## src/rtl/sdram_size_probe.sv

```systemverilog
// Power-up SDRAM sizing sequencer: aliasing write/read-back probe publishes cfg,
// then a paced zero-fill sweep of the array. Owns the controller command port.
module sdram_size_probe #(
  parameter int CLR_AW  = 25,
  parameter int CLR_GAP = 32
) (
  input  logic              clk_sys,
  input  logic              RESET,
  input  logic              sdram_ready,
  input  logic [15:0]       sdram_dout,
  output logic [26:0]       sdram_addr,
  output logic [15:0]       sdram_din,
  output logic              sdram_we,
  output logic              sdram_rd,
  output logic [15:0]       cfg,
  output logic [CLR_AW-1:0] clr_addr,
  output logic              clr_done
);

  // state    | meaning
  // WAIT_RDY | wait for controller init, then issue W4
  // W4..W1   | probe writes (issue / settle / wait-ready)
  // R4..R0   | probe reads, result sampled on completion
  // CLEAR    | paced zero writes over 0 .. 2^CLR_AW-1
  // DONE     | idle until RESET
  typedef enum logic [3:0] {
    S_WAIT_RDY, S_W4, S_W2, S_W0, S_W1, S_R4, S_R2, S_R0, S_CLEAR, S_DONE
  } state_t;

  typedef enum logic [1:0] {PH_ISSUE, PH_SETTLE, PH_WAIT} phase_t;

  localparam logic [26:0] A4 = 27'h4000000;
  localparam logic [26:0] A2 = 27'h2000000;
  localparam logic [26:0] A1 = 27'h1000000;
  localparam logic [26:0] A0 = 27'h0000000;
  localparam logic [15:0] D4 = 16'd3128;
  localparam logic [15:0] D2 = 16'd2064;
  localparam logic [15:0] D0 = 16'd1032;
  localparam logic [15:0] D1 = 16'd12345;
  localparam logic [7:0]  GAP_M1 = 8'(CLR_GAP - 1);

  state_t              r_state, w_state_nx, w_seq_nx;
  phase_t              r_phase, w_phase_nx;
  logic [26:0]         r_addr, w_addr_nx;
  logic [15:0]         r_din, w_din_nx;
  logic                r_we, w_we_nx;
  logic                r_rd, w_rd_nx;
  logic [15:0]         r_cfg, w_cfg_nx;
  logic [7:0]          r_cnt, w_cnt_nx;
  logic [CLR_AW-1:0]   r_clr_addr, w_clr_addr_nx;
  logic                r_last, w_last_nx;
  logic                r_clr_done, w_clr_done_nx;
  logic                w_acc_done;
  logic                w_expire;

  assign w_acc_done = (r_phase == PH_WAIT) && sdram_ready;
  assign w_expire   = (r_cnt == GAP_M1);

  always_ff @(posedge clk_sys) begin
    if (RESET) begin
      r_state    <= S_WAIT_RDY;
      r_phase    <= PH_ISSUE;
      r_addr     <= 27'd0;
      r_din      <= 16'd0;
      r_we       <= 1'b0;
      r_rd       <= 1'b0;
      r_cfg      <= 16'd0;
      r_cnt      <= 8'd0;
      r_clr_addr <= '0;
      r_last     <= 1'b0;
      r_clr_done <= 1'b0;
    end else begin
      r_state    <= w_state_nx;
      r_phase    <= w_phase_nx;
      r_addr     <= w_addr_nx;
      r_din      <= w_din_nx;
      r_we       <= w_we_nx;
      r_rd       <= w_rd_nx;
      r_cfg      <= w_cfg_nx;
      r_cnt      <= w_cnt_nx;
      r_clr_addr <= w_clr_addr_nx;
      r_last     <= w_last_nx;
      r_clr_done <= w_clr_done_nx;
    end
  end

  always_comb begin
    w_seq_nx   = r_state;
    w_state_nx = r_state;
    w_phase_nx = r_phase;
    case (r_state)
      S_W4:    w_seq_nx = S_W2;
      S_W2:    w_seq_nx = S_W0;
      S_W0:    w_seq_nx = S_W1;
      S_W1:    w_seq_nx = S_R4;
      S_R4:    w_seq_nx = S_R2;
      S_R2:    w_seq_nx = S_R0;
      S_R0:    w_seq_nx = S_CLEAR;
      default: w_seq_nx = r_state;
    endcase
    case (r_state)
      S_WAIT_RDY: begin
        if (sdram_ready) begin
          w_state_nx = S_W4;
          w_phase_nx = PH_ISSUE;
        end
      end
      S_W4, S_W2, S_W0, S_W1, S_R4, S_R2, S_R0: begin
        case (r_phase)
          PH_ISSUE:  w_phase_nx = PH_SETTLE;
          PH_SETTLE: w_phase_nx = PH_WAIT;
          default: begin
            if (sdram_ready) begin
              w_state_nx = w_seq_nx;
              w_phase_nx = PH_ISSUE;
            end
          end
        endcase
      end
      S_CLEAR: begin
        if (w_expire && sdram_ready && r_last) w_state_nx = S_DONE;
      end
      default: w_state_nx = r_state;
    endcase
  end

  // Each command is launched from the cycle that sees the previous one complete.
  always_comb begin
    w_we_nx       = 1'b0;
    w_rd_nx       = 1'b0;
    w_addr_nx     = r_addr;
    w_din_nx      = r_din;
    w_cfg_nx      = r_cfg;
    w_cnt_nx      = r_cnt;
    w_clr_addr_nx = r_clr_addr;
    w_last_nx     = r_last;
    w_clr_done_nx = r_clr_done;
    case (r_state)
      S_WAIT_RDY: if (sdram_ready) begin
        w_we_nx = 1'b1; w_addr_nx = A4; w_din_nx = D4;
      end
      S_W4: if (w_acc_done) begin
        w_we_nx = 1'b1; w_addr_nx = A2; w_din_nx = D2;
      end
      S_W2: if (w_acc_done) begin
        w_we_nx = 1'b1; w_addr_nx = A0; w_din_nx = D0;
      end
      S_W0: if (w_acc_done) begin
        w_we_nx = 1'b1; w_addr_nx = A1; w_din_nx = D1;
      end
      S_W1: if (w_acc_done) begin
        w_rd_nx = 1'b1; w_addr_nx = A4;
      end
      S_R4: if (w_acc_done) begin
        w_cfg_nx[2] = (sdram_dout == D4);
        w_rd_nx = 1'b1; w_addr_nx = A2;
      end
      S_R2: if (w_acc_done) begin
        w_cfg_nx[1] = (sdram_dout == D2);
        w_rd_nx = 1'b1; w_addr_nx = A0;
      end
      S_R0: if (w_acc_done) begin
        w_cfg_nx[0]  = (sdram_dout == D0);
        w_cfg_nx[15] = 1'b1;
        w_cnt_nx     = 8'd0;
      end
      S_CLEAR: begin
        if (!w_expire) begin
          w_cnt_nx = r_cnt + 8'd1;
        end else if (sdram_ready) begin
          if (r_last) begin
            w_clr_done_nx = 1'b1;
          end else begin
            w_we_nx       = 1'b1;
            w_addr_nx     = 27'(r_clr_addr);
            w_din_nx      = 16'd0;
            w_clr_addr_nx = r_clr_addr + 1'b1;
            w_cnt_nx      = 8'd0;
            w_last_nx     = (r_clr_addr == '1);
          end
        end
      end
      default: ;
    endcase
  end

  assign sdram_addr = r_addr;
  assign sdram_din  = r_din;
  assign sdram_we   = r_we;
  assign sdram_rd   = r_rd;
  assign cfg        = r_cfg;
  assign clr_addr   = r_clr_addr;
  assign clr_done   = r_clr_done;

endmodule

```

## config.mk

```make
export PLATFORM = sky130hd
export DESIGN_NAME = sdram_size_probe
export DESIGN_NICKNAME = d
export VERILOG_FILES = /design/src/rtl/sdram_size_probe.sv
export SDC_FILE = /design/constraint.sdc
export NUM_CORES = 1
export LEC_CHECK = 0
export ABC_CLOCK_PERIOD_IN_PS = 2300
export BUFFER_PORTS_ARGS = -buffer_cell sky130_fd_sc_hd__buf_4
export CORE_MARGIN = 2
export CORE_UTILIZATION = 40
export CTS_CLUSTER_SIZE = 12
export DETAILED_ROUTE_END_ITERATION = 8
export PLACE_DENSITY = 0.63
export SYNTH_ARGS = -nofsm -noshare
export SYNTH_HDL_FRONTEND = slang
export SYNTH_SLANG_ARGS = --single-unit
```

## constraint.sdc

```tcl
create_clock -name clk_sys -period 2.3 [get_ports clk_sys]
set_input_delay 0.23 -clock clk_sys [delete_from_list [all_inputs] [get_ports clk_sys]]
set_output_delay 0.23 -clock clk_sys [all_outputs]
set_load 0.02 [all_outputs]
```

==> flow_summary.yaml, run 1 <==
synth:
  ys_async_sr_fraction_pct: 0
  synth_area_um2: 3990
  synth.distinct_cells: 68
  ys_seq_area_share_pct: 40.1
  synth_area_leaders: "dfxtp_1, a22o_1, buf_4"
  yosysTopAreaCellShare_pct: 40.1
  yosysWarnings: 0
  yosysTopAreaCell: "dfxtp_1"
  synth_cells: 444
  ys.flop_type: "dfxtp_1"
  synth_edf_count: 0
  yosys_register_bits: 80
  syn_avg_cell_area_um2: 8.99
cells_and_area:
  nets: 543
  layout_commonest_cell: "buf_4"
  n_antenna_cell: 0
  final_area_um2: 4870
  syn_to_final_growth_pct: 22.1
  mostFrequentLayoutCells: "buf_4, dfxtp_1, a21oi_1"
  drive_gt1_share_pct: 26.0
  final_core_util_pct: 50.1
setup_path:
  r2r_end: "clr_addr[20]"
  cp_cell_sequence: "ha_1 > nand4_1 > or4_1 > nor4_1 > mux2_1"
  cp-end-kind: "register"
  worst_setup_path_start_kind: "register"
  critical-path-max-stage-delay_ns: 0.62
  rr_worst_depth: 5
  cp_data_arrival_time_ns: 2.36
  r2r_start: "clr_addr[0]"
  r2r_slack_ns: 0.18
  worstPathMaxFanout: 11
  worst_ep_required_time_ns: 2.54
  worstSetupPathType: "register to register"
  cp_slowest_cell: "or4_1"
global_route:
  grt_usage_pct: 18.2
  gr-total-overflow: 0
  antenna_found_initial: 0
  grt_max_degree: 35
  grt_pass1_wl_mm: 16.3
  grt_pass1_vias: 3429
clock_network:
  cts_sinks: 80
  clockRootBuffer: "clkbuf_8"
  path_clk_slew_ns: 0.09
  post_cts_resize_count: 0
  numCtsBuffers: 9
  clock_latency_ns: 0.35
  ctsLongestPathBuffers: 2
  postCtsHoldBufs: 0
  cts_max_level: 3
  cts_tree: "built"
  cts_setup_buffers: 0
detailed_routing:
  wire_per_inst_um: 14.9
  drc: 0
  wl_mm: 9.83
  drt-initial-drc-count: 164
  ant_nets: 0
  viasPerCell: 5.51
  vias: 3628
  dr.pass1.iters: 4
sta:
  max_freq_mhz: 472
  timing.final.crit_period_ns: 2.12
  final.setup.tns_ns: 0
  relSlewSlack_pct: 58.0
  rsz0062_at_grt: "false"
  fin_skew_ns: 0.0135
  drv_slew: 0
  hold_viol: 0
  finalSetupViolCount: 0
  post-route-period-util_pct: 92.1
  fin_ws_ns: 0.182
  tightest_slew_ns: 0.627
min_path:
  hold_path_class: "input port to register"
  min_delay_worst_endpoint: "cfg[0]"
  hp-start: "sdram_dout[4]"
  whs_path_depth: 4
floorplanning:
  start_util_pct: 41.0
  rows: 36
  dieArea_um2: 10800
  die_y_um: 104
  core-area_um2: 9730
  io_pins: 106
  die_width_um: 104
place:
  place.gp.congestion: 0.823
  dpl_worst_slack_ns: 0.200
  io_buffer_count: 85
  place_area_um2: 4690
  dp_hpwl_mm: 7.09
pwr:
  leakagePower_nw: 1.95
  seq_power_share_pct: 51.9
  sw_frac_of_total_pct: 26.9
  power_frac_comb_pct: 11.6
  p_int_mw: 2.02
  clock_power_share_pct: 36.4
  max-vdd-ir-drop_v: 0.000488
  p_per_area_nw_per_um2: 568
  p_sw_uw: 744
job:
  cap_violations: 0
run_status:
  status: "complete, no violations"
stage by stage:
| stage | hold slack (ns) | cells | power, mW |
|---|---|---|---|
| floorplan | 0.431 | 463 | 1.71 |
| global placement | 0.441 | 644 | 1.79 |
| detailed placement | 0.450 | 644 | 1.79 |
| CTS | 0.163 | 659 | 2.80 |
| global route | 0.183 | 659 | 2.89 |
| finish | 0.178 | 659 | 2.77 |
layer usage:
layer	global-route usage, %	routed length [µm]
met1	22.4	4360
met2	31.7	4870
met3	4.07	498
met4	5.60	93
met5	0	0
registers in the layout, indices dropped and copies added, names as in the netlist:
signal      count
cfg             4
clr_addr       25
clr_done        1
r_cnt           8
r_last          1
r_phase         2
r_state         4
sdram_addr     27
sdram_din       6
sdram_rd        1
sdram_we        1
synth_stat cells, drive strengths merged (6+ instances only):
master  count
inv        13
clkbuf     13
o21ai      15
and3        6
nor2b      10
or2         7
or3        10
a22o       24
a21oi      30
buf        38
or4        10
a211oi      6
nor2       21
mux2        9
nand2      26
dfxtp      80
nand3      24
nor4        8
nand4      14
nor3       15
kinds of logic after synthesis:
kind of cell | synth area share (%)
buf+inv | 8.78
compound gates | 19.3
mux | 3.79
fa+ha+maj | 0.627
flops | 40.1
xor+xnor | 0.878
other cells | 0.0940
simple gates | 26.4
worst max-delay path by stage:
stage                           start           end  slack (ns)
after floorplan           clr_addr[0]  clr_addr[20]        0.23
after global placement       r_cnt[0]  clr_addr[21]        0.27
after detailed placement     r_cnt[0]  clr_addr[21]        0.20
after CTS                 clr_addr[0]  clr_addr[22]        0.19
after global routing      clr_addr[0]  clr_addr[22]        0.02
final                     clr_addr[0]  clr_addr[20]        0.18
area by class of cell:
cell class	instances	area, µm²
Timing Repair Buffer	99	756
Clock inverter	6	61.3
Fill cell	965	4860
Multi-Input combinational cell	318	2110
Sequential cell	80	1600
Tap cell	133	166
Clock buffer	9	124
Inverter	14	52.6
worst max-delay path: cells and delay by family (launching register included):
kind	cells	cell delay [ns]
multiplexers	1	0.35
flip-flops	1	0.41
AND/OR/NAND/NOR	3	1.00
adder cells (fa/ha/maj)	1	0.25
power groups by stage:
stage	registers, mW	clock network [mW]	logic, mW
CTS	1.44	1.03	0.325
global route	1.44	1.09	0.353
finish	1.44	1.01	0.322
global placement	1.47	0	0.315
floorplan	1.48	0	0.235
detailed placement	1.47	0	0.323
Power figures use the tool's default switching activity.
==> inputs of run 2 (changes only) <==
--- a/config.mk
+++ b/config.mk
@@ -7,11 +7,14 @@
 export LEC_CHECK = 0
 export ABC_CLOCK_PERIOD_IN_PS = 2300
 export BUFFER_PORTS_ARGS = -buffer_cell sky130_fd_sc_hd__buf_4
+export CELL_PAD_IN_SITES_DETAIL_PLACEMENT = 1
+export CELL_PAD_IN_SITES_GLOBAL_PLACEMENT = 1
 export CORE_MARGIN = 2
-export CORE_UTILIZATION = 40
+export CORE_UTILIZATION = 35
+export CTS_BUF_LIST = sky130_fd_sc_hd__clkbuf_4 sky130_fd_sc_hd__clkbuf_8
 export CTS_CLUSTER_SIZE = 12
 export DETAILED_ROUTE_END_ITERATION = 8
-export PLACE_DENSITY = 0.63
+export PLACE_DENSITY = 0.73
 export SYNTH_ARGS = -nofsm -noshare
 export SYNTH_HDL_FRONTEND = slang
 export SYNTH_SLANG_ARGS = --single-unit
==> flow_summary.yaml, run 2 (synthesis gave the netlist of run 1 again) <==
detailed_routing:
  ant_nets: 0
  viasPerCell: 5.40
  dr.pass1.iters: 4
  wire_per_inst_um: 16.2
  wl_mm: 10.9
  drc: 0
  vias: 3621
  drt-initial-drc-count: 96
setup_path:
  worst_setup_path_start_kind: "register"
  critical-path-max-stage-delay_ns: 0.68
  path_buf_inv: 0
  crit_family: "simple AND/OR/NAND/NOR gates"
  worstPathMaxFanout: 8
  r2r_slack_ns: 0.15
  worstSetupPathType: "register to register"
  cp_slowest_cell: "or4_4"
  worst_ep_required_time_ns: 2.56
  cp_cell_sequence: "ha_1 > nand4_1 > or4_4 > nor4_4 > mux2_1"
  cp_data_arrival_time_ns: 2.41
  cp-end-kind: "register"
run_status:
  status: "complete, no violations"
pwr:
  p_sw_uw: 783
  p_int_mw: 2.04
  seq_power_share_pct: 50.9
  leakagePower_nw: 1.96
  clock_power_share_pct: 37.2
  power_frac_comb_pct: 11.9
  p_per_area_nw_per_um2: 574
  max-vdd-ir-drop_v: 0.000298
  sw_frac_of_total_pct: 27.7
min_path:
  hold_path_class: "input port to register"
floorplanning:
  rows: 38
  core-area_um2: 11000
  die_y_um: 111
  dieArea_um2: 12300
  die_width_um: 111
  io_pins: 106
  start_util_pct: 36.3
sta:
  fin_skew_ns: 0.0130
  finalSetupViolCount: 0
  hold_viol: 0
  tightest_slew_ns: 0.668
  rsz0062_at_grt: "false"
  max_freq_mhz: 465
  final.setup.tns_ns: 0
  relSlewSlack_pct: 55.4
  drv_slew: 0
  timing.final.crit_period_ns: 2.15
  post-route-period-util_pct: 93.6
clock_network:
  numCtsBuffers: 9
  cts_max_level: 3
  cts_setup_buffers: 0
  clockRootBuffer: "clkbuf_8"
  clock_latency_ns: 0.37
  postCtsHoldBufs: 0
  ctsLongestPathBuffers: 2
  cts_sinks: 80
  path_clk_slew_ns: 0.08
  cts_tree: "built"
  post_cts_resize_count: 0
global_route:
  grt_usage_pct: 17.7
  gr-total-overflow: 0
  grt_max_degree: 63
  grt_pass1_vias: 3616
  grt_pass1_wl_mm: 17.9
  antenna_found_initial: 0
place:
  io_buffer_count: 85
  dp_hpwl_mm: 7.88
  place.gp.congestion: 0.790
  dp_cells: 654
job:
  cap_violations: 0
cells_and_area:
  syn_to_final_growth_pct: 23.1
  n_antenna_cell: 0
  mostFrequentLayoutCells: "buf_4, dfxtp_1, a21oi_1"
  fillers: 1304
  nets: 546
  drive_gt1_share_pct: 26.6
  largest_register_ffs: 27
  final_cell_count_no_fill: 670
  layout_commonest_cell: "buf_4"
-- run 2: cell types whose count changed in the layout (fill, tap and decap cells not counted), sizes merged --
cell | previous run | this run
buf | 99 | 102
clkinvlp | 1 | 2
-- run 2: cell type report --
class	count	area [µm²]	share of cell area, %
Clock buffer	9	124	2.52
Clock inverter	7	72.6	1.48
Inverter	14	52.6	1.07
Multi-Input combinational cell	318	2110	42.9
Sequential cell	80	1600	32.6
Tap cell	140	175	3.57
Timing Repair Buffer	102	778	15.8
-- run 2: worst min-delay path, delay by kind of cell --
| family | cells | cell delay, ns |
|---|---|---|
| and+or+nand+nor | 2 | 0.11 |
| buffers and inverters | 1 | 0.08 |
| AOI/OAI and AO/OA | 1 | 0.06 |
-- run 2: layer usage --
layer | vias up | share of wire [%] | GRT usage [%]
met5 | - | 0 | 0
met4 | 0 | 1.5 | 7.25
met3 | 11 | 4.0 | 4.16
met2 | 71 | 50 | 30.6
met1 | 1769 | 44 | 20.9
li1 | 1770 | - | -
-- run 2: path summary, 6_finish.rpt --
kind | cells past startpoint | to | start
setup reg to reg | 5 | clr_addr[23] | r_cnt[0]
setup / recovery | 5 | clr_addr[23] | r_cnt[0]
hold reg to reg | 2 | cfg[15] | cfg[15]
hold / removal | 4 | cfg[0] | sdram_dout[11]
-- run 2: per-stage QoR --
| stage | power, mW | hold slack, ns | instance area, µm² | setup WS [ns] | util (%) |
|---|---|---|---|---|---|
| floorplan | 1.71 | 0.431 | 4060 | 0.232 | - |
| global placement | 1.80 | 0.437 | 4720 | 0.253 | 42.9 |
| detailed placement | 1.80 | 0.449 | 4720 | 0.152 | 42.9 |
| CTS | 2.86 | 0.154 | 4910 | 0.142 | 44.7 |
| global route | 2.95 | 0.165 | 4910 | 0.0282 | 44.7 |
| finish | 2.82 | 0.167 | 4910 | 0.148 | 44.7 |
-- run 2: power groups by stage --
stage / registers [mW] / clock network (mW) / logic, mW
2_1_floorplan: 1.48 / 0 / 0.235
3_3_place_gp: 1.47 / 0 / 0.328
3_5_place_dp: 1.47 / 0 / 0.335
4_1_cts: 1.44 / 1.08 / 0.337
5_1_grt: 1.44 / 1.14 / 0.365
6_report: 1.44 / 1.05 / 0.336
==> inputs of run 3 (changes only) <==
--- a/config.mk
+++ b/config.mk
@@ -10,11 +10,13 @@
 export CELL_PAD_IN_SITES_DETAIL_PLACEMENT = 1
 export CELL_PAD_IN_SITES_GLOBAL_PLACEMENT = 1
 export CORE_MARGIN = 2
-export CORE_UTILIZATION = 35
+export CORE_UTILIZATION = 40
 export CTS_BUF_LIST = sky130_fd_sc_hd__clkbuf_4 sky130_fd_sc_hd__clkbuf_8
 export CTS_CLUSTER_SIZE = 12
 export DETAILED_ROUTE_END_ITERATION = 8
-export PLACE_DENSITY = 0.73
+export HOLD_SLACK_MARGIN = 0.15
+export PLACE_DENSITY = 0.81
 export SYNTH_ARGS = -nofsm -noshare
 export SYNTH_HDL_FRONTEND = slang
 export SYNTH_SLANG_ARGS = --single-unit
+export TNS_END_PERCENT = 5
==> flow_summary.yaml, run 3 (synthesis gave the netlist of run 1 again) <==
clock_network:
  cts_sinks: 80
  cts_tree: "built"
  numCtsBuffers: 9
  clock_latency_ns: 0.36
  cts_max_level: 3
  postCtsHoldBufs: 0
  ctsLongestPathBuffers: 2
  path_clk_slew_ns: 0.08
  clockRootBuffer: "clkbuf_8"
setup_path:
  rr_worst_depth: 5
  critical-path-max-stage-delay_ns: 0.69
  worst_ep_required_time_ns: 2.54
  worstPathMaxFanout: 8
  cp_slowest_cell: "or4_4"
  r2r_end: "clr_addr[19]"
  cp_cell_sequence: "ha_1 > nand4_1 > or4_4 > nor3_2 > mux2_1"
  worst_setup_path_start_kind: "register"
  cp-end-kind: "register"
  worstSetupPathType: "register to register"
  r2r_slack_ns: 0.17
  r2r_start: "r_cnt[0]"
  cp_data_arrival_time_ns: 2.36
sta:
  timing.final.crit_period_ns: 2.13
  final.setup.tns_ns: 0
  fin_skew_ns: 0.0129
  tightest_slew_ns: 0.673
  max_freq_mhz: 471
  rsz0062_at_grt: "false"
  post-route-period-util_pct: 92.4
  drv_slew: 0
  fin_ws_ns: 0.175
  finalSetupViolCount: 0
  relSlewSlack_pct: 54.9
  hold_ws_ns: 0.178
  hold_viol: 0
min_path:
  hold_path_class: "input port to register"
  min_delay_worst_endpoint: "cfg[0]"
  whs_path_depth: 4
  hp-start: "sdram_dout[11]"
cells_and_area:
  n_antenna_cell: 0
  mostFrequentLayoutCells: "buf_4, dfxtp_1, a21oi_1"
  final_cell_count_no_fill: 662
  largest_register_ffs: 27
  syn_to_final_growth_pct: 22.5
  final_area_um2: 4890
  nets: 545
  final_core_util_pct: 50.3
  layout_commonest_cell: "buf_4"
  drive_gt1_share_pct: 26.7
  fillers: 1190
run_status:
  status: "complete, no violations"
pwr:
  power.total_mw: 2.71
  max-vdd-ir-drop_v: 0.000262
  leakagePower_nw: 1.94
  p_per_area_nw_per_um2: 555
global_route:
  grt_pass1_vias: 3723
  antenna_found_initial: 0
  grt_pass1_wl_mm: 18.7
  grt_usage_pct: 21.0
  gr-total-overflow: 0
  grt_max_degree: 63
floorplanning:
  rows: 36
  die_width_um: 104
  dieArea_um2: 10800
  io_pins: 106
  core-area_um2: 9730
  start_util_pct: 41.0
  die_y_um: 104
detailed_routing:
  drt-initial-drc-count: 158
  vias: 3763
  wl_mm: 11.4
  drc: 0
  wire_per_inst_um: 17.2
  dr.pass1.iters: 4
  viasPerCell: 5.68
  ant_nets: 0
place:
  dpl_worst_slack_ns: 0.163
  place_area_um2: 4710
  dp_hpwl_mm: 8.21
  place.gp.congestion: 0.839
  dp_cells: 646
  io_buffer_count: 85
job:
  cap_violations: 0
run 3: timing repair:
| item | 4_1_cts | 5_1_grt |
|---|---|---|
| resized for setup | 0 | 1 |
| setup buffers | 0 | 0 |
| endpoints found under the setup margin | 0 | 2 |
run 3: worst max path at each step:
stage	startpoint	end	slack, ns	depth (start not counted)
after global placement	r_cnt[0]	clr_addr[21]	0.27	5
after CTS	clr_addr[0]	clr_addr[22]	0.15	5
after floorplan	clr_addr[0]	clr_addr[20]	0.23	6
final	r_cnt[0]	clr_addr[19]	0.17	5
after global routing	r_cnt[0]	clr_addr[19]	0.05	5
after detailed placement	clr_addr[0]	clr_addr[22]	0.16	5
run 3: per-layer routing:
layer / GRT usage, % / up-vias / part of all wire (%)
met2: 36.8 / 101 / 52
met3: 3.45 / 19 / 4.1
met1: 25.4 / 1877 / 42
met5: 0 / - / 0
li1: - / 1766 / -
met4: 8.98 / 0 / 2.2
run 3: area by class of cell:
type                            instances  area, µm²  share of cell area, %
Tap cell                              133        166                   3.40
Clock buffer                            9        124                   2.53
Sequential cell                        80       1600                   32.8
Clock inverter                          7       48.8                  0.998
Timing Repair Buffer                  101        783                   16.0
Multi-Input combinational cell        318       2110                   43.2
Inverter                               14       52.6                   1.07
run 3: worst max-delay path: cells and delay by family, from the launching register on:
| family | cells | cell delay, ns |
|---|---|---|
| fa+ha+maj | 1 | 0.22 |
| simple gates | 3 | 1.05 |
| mux | 1 | 0.36 |
| flops | 1 | 0.39 |
run 3: power breakdown:
part	leakage [nW]	internal (mW)	switching (mW)
clock	0.0772	0.389	0.547
combinational	1.22	0.128	0.207
sequential	0.646	1.41	0.0295
